$ cat config.mk
export PLATFORM = sky130hd
export DESIGN_NAME = button_event_encoder
export DESIGN_NICKNAME = d
export VERILOG_FILES = /design/src/rtl/button_event_encoder.sv
export SDC_FILE = /design/constraint.sdc
export NUM_CORES = 1
export LEC_CHECK = 0
export CAP_MARGIN = 20
export CORE_MARGIN = 10
export CORE_UTILIZATION = 40
export DETAILED_ROUTE_END_ITERATION = 16
export PLACE_DENSITY = 0.78
export SYNTH_ARGS = -nofsm -noshare
export SYNTH_HDL_FRONTEND = slang
export SYNTH_SLANG_ARGS = --single-unit
$ cat constraint.sdc
create_clock -name clk_i -period 4.2 [get_ports clk_i]
set_input_delay 0.63 -clock clk_i [delete_from_list [all_inputs] [get_ports clk_i]]
set_output_delay 0.63 -clock clk_i [all_outputs]
set_load 0.05 [all_outputs]
$ cat src/rtl/button_event_encoder.sv
// Button event encoder: turns debounced levels from four buttons into
// single-button press events that are reported on release and held until
// acknowledged. Chords raise multi_err_o; with STUCK_TIMEOUT_EN defined, a
// button held for HOLD_LIMIT cycles raises stuck_err_o and produces no event.
// Optional feature macro: STUCK_TIMEOUT_EN (undefined = no hold timeout).
module button_event_encoder #(
  parameter int unsigned HOLD_LIMIT = 1000
) (
  input  logic       clk_i,
  input  logic       rst_i,
  input  logic [3:0] bp_i,
  input  logic       press_ack_i,
  output logic       press_valid_o,
  output logic [1:0] press_idx_o,
  output logic       multi_err_o,
  output logic       stuck_err_o,
  output logic [7:0] press_count_o
);

  typedef enum logic [1:0] {
    StIdle,
    StHeld,
    StReport,
    StWaitRel
  } state_e;

  state_e     state_q, state_d;
  logic [1:0] idx_q, idx_d;
  logic       valid_q, valid_d;
  logic       multi_q, multi_d;
  logic       stuck_q, stuck_d;
  logic [7:0] count_q, count_d;

  logic       hold_expired;
  logic [3:0] held_mask;

  // Button numbering is reversed against bit order: bp[3] is button 0.
  function automatic logic [1:0] btn_num(input logic [3:0] oh);
    logic [1:0] num;
    case (oh)
      4'b1000: num = 2'd0;
      4'b0100: num = 2'd1;
      4'b0010: num = 2'd2;
      default: num = 2'd3;
    endcase
    return num;
  endfunction

  assign held_mask = 4'b1000 >> idx_q;

`ifdef STUCK_TIMEOUT_EN
  localparam int unsigned CntW = (HOLD_LIMIT > 1) ? $clog2(HOLD_LIMIT) : 1;

  logic [CntW-1:0] hold_cnt_q, hold_cnt_d;

  // Cleared while idle so it starts at zero on every entry to HELD.
  always_comb begin
    hold_cnt_d = hold_cnt_q;
    if (state_q == StIdle) begin
      hold_cnt_d = '0;
    end else if (state_q == StHeld) begin
      hold_cnt_d = hold_cnt_q + 1'b1;
    end
  end

  // Hold counter register.
  always_ff @(posedge clk_i) begin
    if (rst_i) begin
      hold_cnt_q <= '0;
    end else begin
      hold_cnt_q <= hold_cnt_d;
    end
  end

  // Expires on the HOLD_LIMIT-th edge spent holding the same button.
  assign hold_expired = (hold_cnt_q == CntW'(HOLD_LIMIT - 1));
`else
  logic unused_hold_limit;
  assign unused_hold_limit = ^HOLD_LIMIT;
  assign hold_expired      = 1'b0;
`endif

  // Next-state and registered-output logic.
  always_comb begin
    state_d = state_q;
    idx_d   = idx_q;
    valid_d = valid_q;
    multi_d = 1'b0;
    stuck_d = 1'b0;
    count_d = count_q;
    unique case (state_q)
      StIdle: begin
        if ($onehot(bp_i)) begin
          state_d = StHeld;
          idx_d   = btn_num(bp_i);
        end else if (bp_i != 4'b0000) begin
          state_d = StWaitRel;
          multi_d = 1'b1;
        end
      end
      StHeld: begin
        if (bp_i == held_mask) begin
          if (hold_expired) begin
            state_d = StWaitRel;
            stuck_d = 1'b1;
          end
        end else if (bp_i == 4'b0000) begin
          state_d = StReport;
          valid_d = 1'b1;
        end else begin
          state_d = StWaitRel;
          multi_d = 1'b1;
        end
      end
      StReport: begin
        // Buttons are ignored here; only the ack matters.
        if (press_ack_i) begin
          valid_d = 1'b0;
          count_d = count_q + 8'd1;
          state_d = (bp_i == 4'b0000) ? StIdle : StWaitRel;
        end
      end
      StWaitRel: begin
        if (bp_i == 4'b0000) begin
          state_d = StIdle;
        end
      end
      default: state_d = StIdle;
    endcase
  end

  // State and output registers.
  always_ff @(posedge clk_i) begin
    if (rst_i) begin
      state_q <= StIdle;
      idx_q   <= 2'd0;
      valid_q <= 1'b0;
      multi_q <= 1'b0;
      stuck_q <= 1'b0;
      count_q <= 8'd0;
    end else begin
      state_q <= state_d;
      idx_q   <= idx_d;
      valid_q <= valid_d;
      multi_q <= multi_d;
      stuck_q <= stuck_d;
      count_q <= count_d;
    end
  end

  assign press_valid_o = valid_q;
  assign press_idx_o   = idx_q;
  assign multi_err_o   = multi_q;
  assign stuck_err_o   = stuck_q;
  assign press_count_o = count_q;

endmodule
==> out/qor.yml, run 1 <==
layout_min_cycle_time_ns: 3.13
seq_area_um2: 280
clockPowerShare_pct: 28.8
grt_pass1_vias: 639
wl_per_cell_um: 12.3
ys_ff_latch: 14
syn_nets: 106
cp_cell_sequence: "clkdlybuf4s50_1 -> inv_1 -> fa_1 -> inv_1 -> ha_1 -> ha_1 -> or3b_4 -> or3_4 -> mux2i_1 -> nor2_1"
min_path_type: "reg -> reg"
fp-row-count: 16
timing.critical_path.fanout_max: 7
cts-root-buf: "clkbuf_4"
ant_nets: 0
hold_viol_final: 0
clock_latency_ns: 0.27
clk_pin_slew_ns: 0.08
outcome: "finished, final reports clean"
p_comb_share_pct: 25.3
period_share_pct: 74.5
max_freq_mhz: 319
dp.cells: 134
final_util_pct: 53.4
grt_pass1_wl_um: 2770
ctsResizeCount: 0
peakVddDrop_mv: 0.278
synth_top_family_by_area: "simple AND/OR/NAND/NOR gates"
drt-total-wl_um: 1700
drtIter0Drc: 6
cts_buffer_depth: 2
switching_share_pct: 29.5
cp-end-kind: "flop"
grt_util_all_layers_pct: 7.95
cts_setup_buffers: 0
clock_sinks: 14
route.vias.total: 672
fill_cells: 185
drt_first_pass_iters: 3
syn-mean-instance-area_um2: 8.69
p_int_w: 0.000228
io_pins: 20
dieHeight_um: 65.0
cts-buffers-inserted: 3
pre_cts_ws_ns: 0.774
ys_warn_count: 0
postCtsHoldBufs: 0
setup_slack_ns: 1.07
synth_seq_area_share_pct: 34.7
hold_slack_ns: 0.483
slew_headroom_pct: 66.3
rsz0062_at_grt: "no"
synth_simple_gate_area_share_pct: 25.5
synth_xor_area_share_pct: 8.67
skew_ns: 0.00121
synthCells: 93
p_leak_nw: 0.434
p_per_area_mw_per_mm2: 312
layout.cells.non_filler: 138
cts_tree: "yes"
critPathKind: "in -> reg"
synthAdderAreaFrac_pct: 10.2
slew_viol_final: 0
io_buffers: 18
synth_cell_types: 32
drive_above_1_share_pct: 6.31
place_hpwl_um: 1370
syn_to_final_growth_pct: 28.3
start_util_pct: 41.6
core_mm2: 0.00194
dieWidth_um: 65.0
gp_congestion: 0.807
antenna_found_initial: 0
nets: 125
setup_viol: 0
p_sw_w: 0.0000956
maxCapViolCount: 0
synth_compound_gate_area_share_pct: 9.60
grt_max_degree: 15
h-tree-depth: 1
max_slew.worst_pin.slew_ns: 0.504
n_antenna_cell: 0
cpPeakStageDelay_ns: 0.62
setup_tns_ns: 0
p_seq_share_pct: 45.9
arrival_ns: 3.28
syn-cell-area_um2: 808
muxShareOfSynthArea_pct: 4.95
cp.required_ns: 4.35
dieArea_mm2: 0.00422
start_kind: "input port"
route.detailed.drc: 0
r2r_slack_ns: 2.82
multiInputGateArea_um2: 480
cpMaxStageDelayCell: "clkdlybuf4s50_1"
viasPerCell: 4.87
grt_overflow: 0
## state kept, by name (all words and copies together) (netlist names)
name	count
multi_err_o	1
press_count_o	8
press_idx_o	2
press_valid_o	1
state_q	2
## stage by stage
stage / instance area (um2) / power (W)
global route: 1040 / 0.000345
CTS: 1040 / 0.000329
finish: 1040 / 0.000324
detailed placement: 1000 / 0.000234
global placement: 1000 / 0.000232
floorplan: 808 / 0.000210
## synth_stat cells, drive strengths merged
library cell,count,area (um2)
dfxtp,14,280
ha,5,62.6
nor3b,2,15.0
nand4,5,31.3
o32ai,1,8.76
nand2,5,18.8
a2bb2oi,1,8.76
o22ai,1,6.26
o21ba,1,10.0
fa,1,20.0
mux2i,4,40.0
o21ai,2,10.0
xnor2,1,8.76
or3b,2,22.5
or3,1,11.3
nor3,1,5.00
and3b,2,17.5
conb,1,3.75
xor2,7,61.3
inv,7,26.3
a21oi,4,20.0
a31oi,1,6.26
or2,1,6.26
nor2b,1,6.26
and3,2,12.5
clkbuf,1,3.75
nand3,3,15.0
buf,3,17.5
nor2,12,45.0
o211ai,1,7.51
## routing by layer
layer / wire length [um] / track usage, %
met1: 757 / 8.53
met2: 798 / 13.2
met3: 122 / 4.30
met4: 19 / 2.41
met5: 0 / 0
## worst max-delay path, delay by kind of cell
kind          cells  cell delay (ns)
fa+ha+maj         3             0.93
simple gates      3             0.81
buf+inv           3             0.76
mux               1             0.16
## path summary, 6_finish.rpt
| path | start | depth (start not counted) | end |
|---|---|---|---|
| worst max-delay path | bp_i[3] | 10 | press_idx_o[0] |
| worst min-delay path | press_valid_o | 2 | press_valid_o |
| worst min register to register | press_valid_o | 2 | press_valid_o |
| worst max register to register | press_idx_o[0] | 4 | press_valid_o |
## cell type report
type	count	area share [%]
Inverter	7	2.53
Clock buffer	4	3.50
Timing Repair Buffer	18	17.4
Sequential cell	14	27.0
Multi-Input combinational cell	68	46.3
Tap cell	27	3.26
## cell usage in the layout, fill, tap and decap left out, types with 3 or more instances in the layout
| cell | count |
|---|---|
| nand3_1 | 3 |
| dfxtp_1 | 14 |
| inv_1 | 7 |
| nor2_1 | 12 |
| nand2_1 | 5 |
| clkbuf_4 | 3 |
| nand4_1 | 5 |
| mux2i_1 | 4 |
| xor2_1 | 7 |
| ha_1 | 5 |
| clkdlybuf4s50_1 | 18 |
| a21oi_1 | 4 |
## kinds of logic after synthesis
logic type | after synthesis
flops | 14
fa+ha+maj | 6
buf+inv | 11
compound gates | 12
other cells | 1
mux | 4
xor+xnor | 8
simple gates | 37
## power groups by stage
stage	clock network, W	registers (W)	logic [W]
after floorplan	0	0.000167	0.0000427
after global placement	0	0.000151	0.0000805
after detailed placement	0	0.000152	0.0000827
after CTS	0.0000976	0.000148	0.0000829
after global routing	0.000105	0.000150	0.0000902
final	0.0000931	0.000149	0.0000820
Power figures use the tool's default switching activity.
==> inputs of run 2 (changes only) <==
--- a/config.mk
+++ b/config.mk
@@ -9,7 +9,7 @@
 export CORE_MARGIN = 10
 export CORE_UTILIZATION = 40
 export DETAILED_ROUTE_END_ITERATION = 16
-export PLACE_DENSITY = 0.78
+export PLACE_DENSITY = 0.81
 export SYNTH_ARGS = -nofsm -noshare
 export SYNTH_HDL_FRONTEND = slang
 export SYNTH_SLANG_ARGS = --single-unit
==> constraint.sdc (replaced) <==
create_clock -name clk_i -period 2.7 [get_ports clk_i]
set_input_delay 0.405 -clock clk_i [delete_from_list [all_inputs] [get_ports clk_i]]
set_output_delay 0.405 -clock clk_i [all_outputs]
set_load 0.05 [all_outputs]
==> out/qor.yml, run 2 (synthesis results as in run 1) <==
outcome: "finished, final reports clean"
ctsResizeCount: 5  # +5
grt_max_degree: 15  # unchanged
drtIter0Drc: 16  # +10
cts_buffer_depth: 2  # unchanged
route.vias.total: 731  # +8.8%
drt_first_pass_iters: 4  # +1
layout_min_cycle_time_ns: 2.57
largest_reg_flops: 8  # unchanged
drive_above_1_share_pct: 13.6  # +7.3 points
grt_pass1_vias: 693  # +8.5%
critPathKind: "in -> reg"
min_path_cells: 2  # unchanged
start_util_pct: 41.6  # unchanged
maxCapViolCount: 0  # unchanged
rsz0062_at_grt: "no"
postCtsHoldBufs: 0  # unchanged
cts-buffers-inserted: 3  # unchanged
n_antenna_cell: 0  # unchanged
p_per_area_mw_per_mm2: 482  # +54%
dieHeight_um: 65.0  # unchanged
drt-total-wl_um: 1890  # +11%
grt.busiest_layer: "met2"
grtUsageMet2_pct: 15.1  # +2.0 points
max_freq_mhz: 389
cts_tree: "yes"
min_path_type: "reg -> reg"
io_buffers: 18  # unchanged
dieArea_mm2: 0.00422  # unchanged
arrival_ns: 2.74  # -0.54 ns
worstRegToRegCells: 4  # unchanged
dieWidth_um: 65.0  # unchanged
p_leak_nw: 0.469  # +8.0%
fp-row-count: 16  # unchanged
clock_latency_ns: 0.29  # +0.02 ns
grt_util_all_layers_pct: 8.92  # +0.97 points
cp-end-kind: "flop"
period_share_pct: 95.2
io_pins: 20  # unchanged
slew_headroom_pct: 65.8  # -0.48 points
pre_cts_ws_ns: -0.416  # -1.19 ns
start_kind: "input port"
grt_overflow: 0  # unchanged
route.detailed.drc: 0  # unchanged
wl_per_cell_um: 13.0  # +5.8%
peakVddDrop_mv: 0.293  # +5.7%
antenna_found_initial: 0  # unchanged
hold_slack_ns: 0.521  # +0.0380 ns
final_cell_mix: "15 x clkdlybuf4s50_1, 14 x dfxtp_1, 12 x nor2_1"
skew_ns: 0.00845  # +0.00724 ns
cp.required_ns: 2.87  # -1.48 ns
syn_to_final_growth_pct: 34.4
core_mm2: 0.00194  # unchanged
setup_viol: 0  # unchanged
clk_pin_slew_ns: 0.09  # about the same
setup_slack_ns: 0.129  # -0.941 ns
final_util_pct: 55.9  # +2.5 points
h-tree-depth: 1  # unchanged
viasPerCell: 5.04  # +3.5%
cts_setup_buffers: 0  # unchanged
nets: 132  # +5.6%
hold_viol_final: 0  # unchanged
gp_congestion: 0.893  # +11%
ant_nets: 0  # unchanged
clock_sinks: 14  # unchanged
mostFrequentLayoutCell: "clkdlybuf4s50_1"
grt_pass1_wl_um: 3100  # +12%
slew_viol_final: 0  # unchanged
place_hpwl_um: 1540  # +12%
use_met3_pct: 3.78  # -0.52 points
cts-root-buf: "clkbuf_4"
fill_cells: 182  # -1.6%
timing.critical_path.fanout_max: 2  # -5
max_slew.worst_pin.slew_ns: 0.512  # +0.00716 ns
use_met1_pct: 9.88  # +1.4 points
run 2: cell count changes in the layout (fill, tap and decap cells not counted), sizes merged:
cell / delta
buf: +7
dlygate4sd2: +3
clkdlybuf4s50: -3
run 2: area by class of cell:
class,instances,area [um2],area share [%]
flip-flops and latches,14,280,25.8
well taps,27,33.8,3.11
repair buffers,25,229,21.1
multi-input cells,68,480,44.2
clock buffers,4,36.3,3.34
inverters,7,26.3,2.42
run 2: final timing paths:
path	from	endpoint	slack, ns
max	bp_i[0]	press_idx_o[1]	0.13
min reg2reg	press_valid_o	press_valid_o	0.52
min	press_valid_o	press_valid_o	0.52
max reg2reg	state_q[1]	press_count_o[5]	1.36
run 2: metal layers:
layer | up-vias | share of wire (%)
met5 | - | 0
met4 | 0 | 1.4
met3 | 6 | 4.8
met2 | 16 | 50
met1 | 340 | 44
li1 | 369 | -
run 2: critical path, cell delays in order:
cell	delay, ns
dlygate4sd2_1	0.24
inv_2	0.06
fa_1	0.54
inv_1	0.05
ha_1	0.17
ha_1	0.26
or3b_4	0.39
or3_4	0.41
mux2i_1	0.17
nor2_1	0.05
run 2: metrics by stage:
stage | std cells | area, um2 | power (W) | TNS [ns]
3_3_place_gp | 141 | 1050 | 0.000372 | -1.21
3_5_place_dp | 141 | 1050 | 0.000378 | -1.66
6_report | 145 | 1090 | 0.000523 | 0
5_1_grt | 145 | 1090 | 0.000545 | 0
4_1_cts | 145 | 1090 | 0.000528 | 0
2_1_floorplan | 93 | 808 | 0.000326 | 0
run 2: power breakdown:
| group | switching, W | internal [W] | total [W] |
|---|---|---|---|
| registers | 0.0000133 | 0.000218 | 0.000232 |
| clock network | 0.0000697 | 0.0000822 | 0.000152 |
| logic | 0.0000777 | 0.0000616 | 0.000139 |
| total | 0.000161 | 0.000362 | 0.000523 |
